[src/rtl/blit_pkg.sv]
// Shared encodings and default geometry for the rectangle blitter.
// Latency: n/a (types and constants only).
// Backpressure: n/a.
package blit_pkg;

    localparam int SCR_W_DEF = 320;
    localparam int SCR_H_DEF = 240;
    localparam int TILE_DEF  = 32;
    localparam int SPR_DEF   = 16;

    typedef enum logic [1:0] {
        MODE_FILL   = 2'd0,
        MODE_TILE   = 2'd1,
        MODE_SPRITE = 2'd2,
        MODE_RSVD   = 2'd3
    } mode_e;

    typedef enum logic [1:0] {
        ST_IDLE  = 2'd0,
        ST_RUN   = 2'd1,
        ST_FLUSH = 2'd2,
        ST_DONE  = 2'd3
    } state_e;

endpackage

[src/rtl/blit_addr_gen.sv]
// ROM address generator: maps operation mode and pixel counters to a ROM word address.
// Latency: combinational.
// Backpressure: none; follows the counters directly.
module blit_addr_gen
    import blit_pkg::*;
#(
    parameter int XW   = 9,
    parameter int YW   = 8,
    parameter int TILE = blit_pkg::TILE_DEF,
    parameter int SPR  = blit_pkg::SPR_DEF,
    parameter int AW   = 10
) (
    input  mode_e         mode,
    input  logic [XW-1:0] i,
    input  logic [YW-1:0] j,
    output logic [AW-1:0] rom_addr
);

    // TILE and SPR are powers of two, so the modulo and multiply reduce to bit slicing.
    always_comb begin
        rom_addr = '0;
        case (mode)
            MODE_TILE:   rom_addr = AW'(((int'(j) % TILE) * TILE) + (int'(i) % TILE));
            MODE_SPRITE: rom_addr = AW'((int'(j) * SPR) + int'(i));
            default:     rom_addr = '0;
        endcase
    end

endmodule

[src/rtl/rect_blitter.sv]
// Rectangle blitter: FILL / TILE / SPRITE raster walk producing one pixel write per cycle.
// Latency: first pixel 2 cycles after start, done pulse w*h+2 cycles after start.
// Backpressure: none; the pixel port is always accepted, abort cancels immediately.
module rect_blitter
    import blit_pkg::*;
#(
    parameter int SCR_W = blit_pkg::SCR_W_DEF,
    parameter int SCR_H = blit_pkg::SCR_H_DEF,
    parameter int XW    = 9,
    parameter int YW    = 8,
    parameter int CW    = 15,
    parameter int TILE  = blit_pkg::TILE_DEF,
    parameter int SPR   = blit_pkg::SPR_DEF,
    parameter int AW    = 10
) (
    input  logic          clk,
    input  logic          reset,
    input  logic          start,
    input  logic [1:0]    mode,
    input  logic [XW-1:0] x0,
    input  logic [YW-1:0] y0,
    input  logic [XW-1:0] w,
    input  logic [YW-1:0] h,
    input  logic [CW-1:0] fill_colour,
    input  logic [CW-1:0] key_colour,
    input  logic          abort,
    output logic          busy,
    output logic          done,
    output logic [AW-1:0] rom_addr,
    input  logic [CW-1:0] rom_data,
    output logic [XW-1:0] pix_x,
    output logic [YW-1:0] pix_y,
    output logic [CW-1:0] pix_colour,
    output logic          plot
);

    typedef struct packed {
        mode_e         mode;
        logic [XW-1:0] x0;
        logic [YW-1:0] y0;
        logic [XW-1:0] w;
        logic [YW-1:0] h;
        logic [CW-1:0] fill;
        logic [CW-1:0] key;
    } op_t;

    state_e        state;
    op_t           op_q;
    logic [XW-1:0] i;
    logic [YW-1:0] j;
    logic          out_vld;
    logic          plot_q;

    mode_e         mode_in;
    logic [XW-1:0] w_in;
    logic [YW-1:0] h_in;
    logic          degenerate;
    logic [XW:0]   sum_x;
    logic [YW:0]   sum_y;
    logic          clipped;
    logic          last_pix;
    logic [AW-1:0] addr;

    assign mode_in = mode_e'(mode);

    always_comb begin
        w_in = w;
        h_in = h;
        if (mode_in == MODE_SPRITE) begin
            if (w > XW'(SPR)) w_in = XW'(SPR);
            if (h > YW'(SPR)) h_in = YW'(SPR);
        end
    end

    assign degenerate = (mode_in == MODE_RSVD) || (w == '0) || (h == '0);

    // One extra bit so coordinates past the screen edge are clipped rather than wrapped.
    assign sum_x    = {1'b0, op_q.x0} + {1'b0, i};
    assign sum_y    = {1'b0, op_q.y0} + {1'b0, j};
    assign clipped  = (sum_x >= (XW+1)'(SCR_W)) || (sum_y >= (YW+1)'(SCR_H));
    assign last_pix = (i == op_q.w - XW'(1)) && (j == op_q.h - YW'(1));

    blit_addr_gen #(
        .XW   (XW),
        .YW   (YW),
        .TILE (TILE),
        .SPR  (SPR),
        .AW   (AW)
    ) u_addr_gen (
        .mode     (op_q.mode),
        .i        (i),
        .j        (j),
        .rom_addr (addr)
    );

    assign rom_addr = (state == ST_RUN) ? addr : '0;
    assign busy     = (state == ST_RUN) || (state == ST_FLUSH);

    // Second stage lines up with the ROM word read for the pixel issued one cycle earlier.
    assign pix_colour = !out_vld ? '0 : ((op_q.mode == MODE_FILL) ? op_q.fill : rom_data);
    assign plot       = plot_q && !((op_q.mode == MODE_SPRITE) && (rom_data == op_q.key));

    always_ff @(posedge clk or negedge reset) begin
        if (!reset) begin
            state   <= ST_IDLE;
            op_q    <= '0;
            i       <= '0;
            j       <= '0;
            out_vld <= 1'b0;
            plot_q  <= 1'b0;
            pix_x   <= '0;
            pix_y   <= '0;
            done    <= 1'b0;
        end else begin
            case (state)
                ST_IDLE: begin
                    out_vld <= 1'b0;
                    plot_q  <= 1'b0;
                    done    <= 1'b0;
                    if (start && !abort) begin
                        op_q.mode <= mode_in;
                        op_q.x0   <= x0;
                        op_q.y0   <= y0;
                        op_q.w    <= w_in;
                        op_q.h    <= h_in;
                        op_q.fill <= fill_colour;
                        op_q.key  <= key_colour;
                        i         <= '0;
                        j         <= '0;
                        state     <= degenerate ? ST_DONE : ST_RUN;
                    end
                end
                ST_RUN: begin
                    if (abort) begin
                        out_vld <= 1'b0;
                        plot_q  <= 1'b0;
                        state   <= ST_IDLE;
                    end else begin
                        out_vld <= 1'b1;
                        plot_q  <= !clipped;
                        pix_x   <= sum_x[XW-1:0];
                        pix_y   <= sum_y[YW-1:0];
                        if (last_pix) begin
                            i     <= '0;
                            j     <= '0;
                            state <= ST_FLUSH;
                        end else if (i == op_q.w - XW'(1)) begin
                            i <= '0;
                            j <= j + YW'(1);
                        end else begin
                            i <= i + XW'(1);
                        end
                    end
                end
                ST_FLUSH: begin
                    out_vld <= 1'b0;
                    plot_q  <= 1'b0;
                    done    <= !abort;
                    state   <= abort ? ST_IDLE : ST_DONE;
                end
                ST_DONE: begin
                    // Entered from IDLE with an empty rectangle, done is not yet set: show it first.
                    if (done) begin
                        done  <= 1'b0;
                        state <= ST_IDLE;
                    end else begin
                        done <= 1'b1;
                    end
                end
                default: state <= ST_IDLE;
            endcase
        end
    end

endmodule

[config.mk]
export PLATFORM = sky130hd
export DESIGN_NAME = rect_blitter
export DESIGN_NICKNAME = d
export VERILOG_FILES = /design/src/rtl/blit_pkg.sv /design/src/rtl/blit_addr_gen.sv /design/src/rtl/rect_blitter.sv
export SDC_FILE = /design/constraint.sdc
export NUM_CORES = 1
export LEC_CHECK = 0
export ABC_CLOCK_PERIOD_IN_PS = 3300
export BUFFER_PORTS_ARGS = -buffer_cell sky130_fd_sc_hd__clkbuf_2
export CAP_MARGIN = 30
export CELL_PAD_IN_SITES_DETAIL_PLACEMENT = 1
export CELL_PAD_IN_SITES_GLOBAL_PLACEMENT = 2
export CORE_AREA = 2 2 140 142
export DETAILED_ROUTE_END_ITERATION = 7
export DIE_AREA = 0 0 142 144
export PLACE_DENSITY = 0.87
export SYNTH_ARGS = -nofsm -noshare
export SYNTH_HDL_FRONTEND = slang
export SYNTH_SLANG_ARGS = --single-unit
[constraint.sdc]
create_clock -name clk -period 3.3 [get_ports clk]
set_input_delay 0.165 -clock clk [delete_from_list [all_inputs] [get_ports clk]]
set_output_delay 0.165 -clock clk [all_outputs]
set_load 0.03 [all_outputs]
==> results of run 1 <==
## cell usage in the layout (no fill, tap or decap), types with 9 or more instances in the layout
cell,n
a21o_1,13
nand2_1,58
clkbuf_16,9
o21ai_0,35
inv_1,20
mux2i_1,18
dfrtp_1,105
xnor2_1,31
nor2b_1,22
ha_1,35
nand3_1,14
clkbuf_2,128
nand2b_1,16
nor3_1,9
a21oi_1,20
nor2_1,31
xor2_1,24
mux2_2,50
a22o_1,15
## registers in the layout (all words and copies together) (netlist names)
| register | cells |
|---|---|
| op_q | 66 |
| i | 9 |
| pix_x | 9 |
| j | 8 |
| pix_y | 8 |
| state | 2 |
| done | 1 |
| out_vld | 1 |
| plot_q | 1 |
## logic make-up (layout without fill, tap and decap cells)
logic type	Yosys count	count (layout)
and+or+nand+nor	204	204
DFF	105	105
buffers and inverters	44	173
xor gates and xnor gates	55	55
muxes	68	68
AOI/OAI and AO/OA	125	125
adders and majority gates	38	38
## synthesized netlist by cell type (18+ instances only)
master / number / share of area [%]
inv_1: 20 / 1.2
xnor2_1: 31 / 4.2
ha_1: 35 / 6.8
nand2_1: 58 / 3.4
dfrtp_1: 105 / 41
mux2i_1: 18 / 2.8
nor2_1: 31 / 1.8
nor2b_1: 22 / 2.1
a21oi_1: 20 / 1.5
xor2_1: 24 / 3.2
o21ai_0: 35 / 2.7
mux2_2: 50 / 8.7
## metal layers
metal / GRT usage [%] / vias to the layer above
met4: 6.63 / 0
li1: - / 2523
met3: 2.85 / 18
met2: 29.3 / 119
met1: 23.4 / 2590
met5: 0 / -
## power by group through the flow
stage / Clock [mW] / Sequential, mW / Combinational (mW)
global route: 1.23 / 2.41 / 3.51
floorplan: 0 / 2.37 / 2.24
detailed placement: 0 / 2.36 / 3.17
finish: 1.15 / 2.32 / 3.15
CTS: 1.18 / 2.33 / 3.20
global placement: 0 / 2.33 / 3.10
## area by class of cell
class | count | area share [%]
clock buffers | 9 | 2.92
repair buffers | 137 | 9.54
clock inverters | 7 | 1.09
flip-flops and latches | 105 | 34.1
well taps | 238 | 3.86
inverters | 20 | 0.973
multi-input cells | 490 | 47.6
## worst max path at each step
stage,endpoint,from,slack [ps]
after global routing,rom_addr[9],j[1],340
final,rom_addr[9],j[1],590
after global placement,plot_q,i[0],700
after CTS,rom_addr[9],i[5],550
after floorplan,plot_q,i[0],910
after detailed placement,plot_q,i[0],700
==> results.txt, run 1 <==
Final setup skew: 13.8 ps
Hold Path Stages: 2
Fin cells: 1006
H-tree levels: 3
WP buf/inv: 1
Filler cell count: 2208
Post-synthesis mux area share: 11.5%
Count of different cell masters after synthesis: 63
Required time worst endpoint: 3130 ps
Clk sinks: 105
Final Power: 6.63 mW
Tot GR Track Use: 17.7%
Crit path kind: reg2out
Max Root-Sink Buffers: 2
# rows: 51
DRT antenna net count: 0
Main combinational cell family by area after synthesis: simple AND/OR/NAND/NOR gates
Placed wire-length estimate: 13.4 mm
Area post-placement: 7400 um2
Static leakage: 3.65 nW
Resized Gates After CTS: 0
Slew headroom: 46.3%
Storage cell area: 2630 um2
Placed insts: 989
Routed WL per cell: 17.2 um
Met3 wire len: 811 um
Number of global-route vias before repair: 5481
CP Launch Type: register
Largest net degree at the start of global routing: 62
Die height: 144 um
Total core area: 19100 um2
Initial antenna violation count: 0
Drt first pass iters: 4
Final hold violations: 0
Hold Slack: 20.0 ps
RSZ-0062 raised after global routing: no
Routed vias: 5250
Placer Congestion: 0.765
Final Cycle Share: 82.2%
Number of synthesized flops with an enable pin: 0
Clk slew on worst S/H paths: 80 ps
Reg-to-reg startpoint: i[0]
Number of top-level pins: 130
Top FF cell, synth: dfrtp_1
Final setup violation count: 0
Share of power burned in registers: 35.1%
Worst-Skew Late Latency: 370 ps
Simple-Gate Fraction of Synth Area: 16.8%
Post-route DRC: 0
Critical Path AT: 2550 ps
Comb power frac: 47.6%
P&R area growth vs syn: 19.1%
Min-delay src: fill_colour[10]
Final nets: 886
Multi-input combinational cell area: 3670 um2
Critical Path Max Stage Delay: 600 ps
R2r setup slk: 650 ps
PwrDens: 859 nW/um2
Cell-by-cell trace of the critical path: ha_1 -> a21o_1 -> a21oi_1 -> o21bai_1 -> a21oi_1 -> xnor2_1 -> a22oi_1 -> nor2_1 -> clkbuf_2
Uppermost layer routed: met4
Final Util: 40.4%
Die Width: 142 um
CTS Hold Buffers Added: 1
Final Max Slew Viols: 0
Worst slew pin tran: 805 ps
R2R Path End: plot_q
Hold/Removal Path Class: in2reg
I/O Buffers: 129
Reg2reg path depth: 9
CP max FO: 9
Ant diodes: 0
Final WS setup: 586 ps
Synth Area in Adders: 7.68%
Crit-path most repeated cell: a21oi_1
Max frequency: 368 MHz
CP Capture Type: output pin
First-pass GRT wire length: 28.4 mm
Die ar.: 20400 um2
Syn Area/Cell: 10.1 um2
Synth Cell Area: 6480 um2
CTS tree: done
Sw Pwr: 2.81 mW
Synthesis Warnings: 0
Fraction of registers with async set/reset: 100%
Setup WS pre-CTS: 698 ps
Post-CTS Setup Inserts: 0
Routed WL: 17.3 mm
FF+latch count, synth: 105
Syn_nets: 762
Min Tclk post-route: 2710 ps
Clk network pwr share: 17.3%
Max-Cap Viols: 0
Seq/Total Area, Yosys: 40.5%
Sw frac: 42.4%
Vias per inst: 5.22
Share of cells above drive strength 1: 28.6%
Starting DRT DRC Count: 215
Root buffer cell: clkbuf_16
Synth Area in Compound Gates: 13.2%
M1 WL: 8.20 mm
Max IR drop VDD: 0.334 mV
Cell family contributing the most delay on the critical path: compound AO/OA/AOI/OAI gates
CTS buffer count: 9
Gr ovfl total: 0
Post-route cell area: 7710 um2
Starting Density: 34.0%
Pint: 3.82 mW
Hold path endpoint: op_q[25]
Slowest-stage cell, CP: dfrtp_1
TNS Setup: 0 ps
Status: completed
Synth Area in XOR/XNOR: 7.43%
Critical path depth in cells: 9
WL met2: 8.01 mm
Mapped Cells: 639
(Power assumes the default switching activity.)
==> run 2: changes to the inputs <==
--- a/config.mk
+++ b/config.mk
@@ -5,7 +5,7 @@
 export SDC_FILE = /design/constraint.sdc
 export NUM_CORES = 1
 export LEC_CHECK = 0
-export ABC_CLOCK_PERIOD_IN_PS = 3300
+export ABC_CLOCK_PERIOD_IN_PS = 2600
 export BUFFER_PORTS_ARGS = -buffer_cell sky130_fd_sc_hd__clkbuf_2
 export CAP_MARGIN = 30
 export CELL_PAD_IN_SITES_DETAIL_PLACEMENT = 1
==> constraint.sdc (replaced) <==
create_clock -name clk -period 2.6 [get_ports clk]
set_input_delay 0.13 -clock clk [delete_from_list [all_inputs] [get_ports clk]]
set_output_delay 0.13 -clock clk [all_outputs]
set_load 0.03 [all_outputs]
==> results.txt, run 2 (synthesis gave the netlist of run 1 again) <==
TNS Setup: 0 ps (unchanged)
Starting Density: 34.0% (unchanged)
Slew headroom: 52.4% (was 46.3%)
Number of global-route vias before repair: 5689 (was 5481)
Cell-by-cell trace of the critical path: ha_1 -> a21oi_2 -> o21bai_1 -> a21oi_1 -> xnor2_1 -> a22oi_1 -> nor2_1 -> buf_4 (was ha_1 -> a21o_1 -> a21oi_1 -> o21bai_1 -> a21oi_1 -> xnor2_1 -> a22oi_1 -> nor2_1 -> clkbuf_2)
Share of cells above drive strength 1: 30.3% (was 28.6%)
Max IR drop VDD: 0.509 mV (was 0.334 mV)
Crit path to: rom_addr[9] (unchanged)
Max Root-Sink Buffers: 2 (unchanged)
Tot GR Track Use: 18.4% (was 17.7%)
CP max FO: 6 (was 9)
Placer Congestion: 0.818 (was 0.765)
Final hold violations: 0 (unchanged)
Clk sinks: 105 (unchanged)
Routed WL per cell: 17.2 um (about the same)
CTS tree: done (unchanged)
Most frequent cells in the layout: 126 x clkbuf_2, 101 x dfrtp_1, 58 x nand2_1, 50 x mux2_2, 45 x dlygate4sd3_1 (was 128 x clkbuf_2, 105 x dfrtp_1, 58 x nand2_1, 50 x mux2_2)
Status: completed (unchanged)
R2r setup slk: 220 ps (was 650 ps)
Max reg flops: 66 (unchanged)
Worst slew pin tran: 707 ps (was 805 ps)
Commonest non-fill, non-tap cell in the layout: clkbuf_2 (unchanged)
Final Cycle Share: 95.4%
Crit path kind: reg2out (unchanged)
Die ar.: 20400 um2 (unchanged)
Slowest-stage cell, CP: dfrtp_1 (unchanged)
DRT antenna net count: 0 (unchanged)
Root buffer cell: clkbuf_16 (unchanged)
Drt first pass iters: 4 (unchanged)
WP buf/inv: 1 (unchanged)
Static leakage: 3.97 nW (was 3.65 nW)
Max-Cap Viols: 0 (unchanged)
Routed vias: 5486 (was 5250)
R2R Path End: j[6] (was plot_q)
Area post-placement: 7520 um2 (was 7400 um2)
Number of top-level pins: 130 (unchanged)
Die height: 144 um (unchanged)
I/O Buffers: 129 (unchanged)
Reg-to-reg startpoint: op_q[42] (was i[0])
Total core area: 19100 um2 (unchanged)
Worst-Skew Late Latency: 370 ps (about the same)
Ant diodes: 0 (unchanged)
Setup WS pre-CTS: 180 ps (was 698 ps)
Die Width: 142 um (unchanged)
Min Tclk post-route: 2480 ps
Max frequency: 403 MHz
Largest net degree at the start of global routing: 59 (was 62)
Routed WL: 18.5 mm (was 17.3 mm)
CP startpoint: i[6] (was j[1])
Cell family contributing the most delay on the critical path: compound AO/OA/AOI/OAI gates (unchanged)
CP Capture Type: output pin (unchanged)
Final WS setup: 120 ps (was 586 ps)
Post-route DRC: 0 (unchanged)
Reg2reg path depth: 7 (was 9)
Hold/Removal Path Class: in2reg (unchanged)
Final setup violation count: 0 (unchanged)
Post-route cell area: 8370 um2 (was 7710 um2)
Critical Path AT: 2350 ps (was 2550 ps)
P&R area growth vs syn: 29.2% (was 19.1%)
Vias per inst: 5.10 (was 5.22)
Top reg by flops: op_q (unchanged)
Final Max Slew Viols: 0 (unchanged)
Starting DRT DRC Count: 241 (was 215)
Critical path depth in cells: 8 (was 9)
CTS buffer count: 9 (unchanged)
CP Launch Type: register (unchanged)
Clk slew on worst S/H paths: 70 ps (was 80 ps)
Final setup skew: 15.7 ps (was 13.8 ps)
Top Registers: op_q: 66 flops, i: 9 flops, pix_x: 9 flops (unchanged)
Gr ovfl total: 0 (unchanged)
First-pass GRT wire length: 29.4 mm (was 28.4 mm)
PwrDens: 1030 nW/um2 (was 859 nW/um2)
Critical Path Max Stage Delay: 520 ps (was 600 ps)
RSZ-0062 raised after global routing: no (unchanged)
H-tree levels: 3 (unchanged)
Placed wire-length estimate: 13.8 mm (was 13.4 mm)
Initial antenna violation count: 0 (unchanged)
Final nets: 956 (was 886)
# rows: 51 (unchanged)
Required time worst endpoint: 2470 ps (was 3130 ps)
[run 2: changes by cell type in the layout (fill, tap and decap cells not counted), moves of 2 or more]
cell | previous run | this run
buf_4 | 6 | 33
inv_6 | 2 | 4
dlygate4sd3_1 | 1 | 45
dfrtp_1 | 105 | 101
a21oi_2 | 0 | 3
clkbuf_2 | 128 | 126
dfrtp_2 | 0 | 4
a21oi_1 | 20 | 17
[run 2: per-stage QoR]
step	cells	total power, mW	hold WS [ps]	util, %
after floorplan	639	5.86	-166	-
after global placement	1004	7.02	205	39.4
after detailed placement	1004	7.17	208	39.4
after CTS	1064	8.65	0.296	43.3
after global routing	1076	9.22	3.61	43.9
final	1076	8.59	2.62	43.9
[run 2: timing repair]
action | in CTS | in global routing
hold endpoints to repair | 90 | 1
gates resized for setup | 5 | 8
setup buffers | 0 | 11
hold buffers | 44 | 1
endpoints found under the setup margin | 2 | 3
pin swaps | 0 | 2
gates cloned | 0 | 0
[run 2: worst min path at each step]
stage	start	endpoint	depth (start not counted)
after floorplan	reset	done	0
after global placement	reset	op_q[15]	1
after detailed placement	reset	op_q[15]	1
final	x0[3]	op_q[58]	2
after global routing	x0[3]	op_q[58]	2
after CTS	x0[3]	op_q[58]	2
[run 2: routing by layer]
layer  GRT usage [%]  vias up  share of wire (%)
met5               0        -                  0
met4            6.00        0                1.5
met3            3.21       15                4.1
met2            31.5      118                 48
met1            23.7     2700                 46
li1                -     2653                  -
[run 2: area by class of cell]
class                   count  area [um2]
fillers                  2191       10700
multi-input cells         490        3680
flip-flops and latches    105        2630
repair buffers            207        1390
well taps                 238         298
clock buffers               9         225
inverters                  20        75.1
clock inverters             7        66.3
[run 2: power by group]
part	internal (mW)	leakage [nW]	switching, mW
Clock	0.681	0.145	0.725
Sequential	2.33	1.30	0.565
Combinational	1.89	2.52	2.40
Total	4.90	3.97	3.69
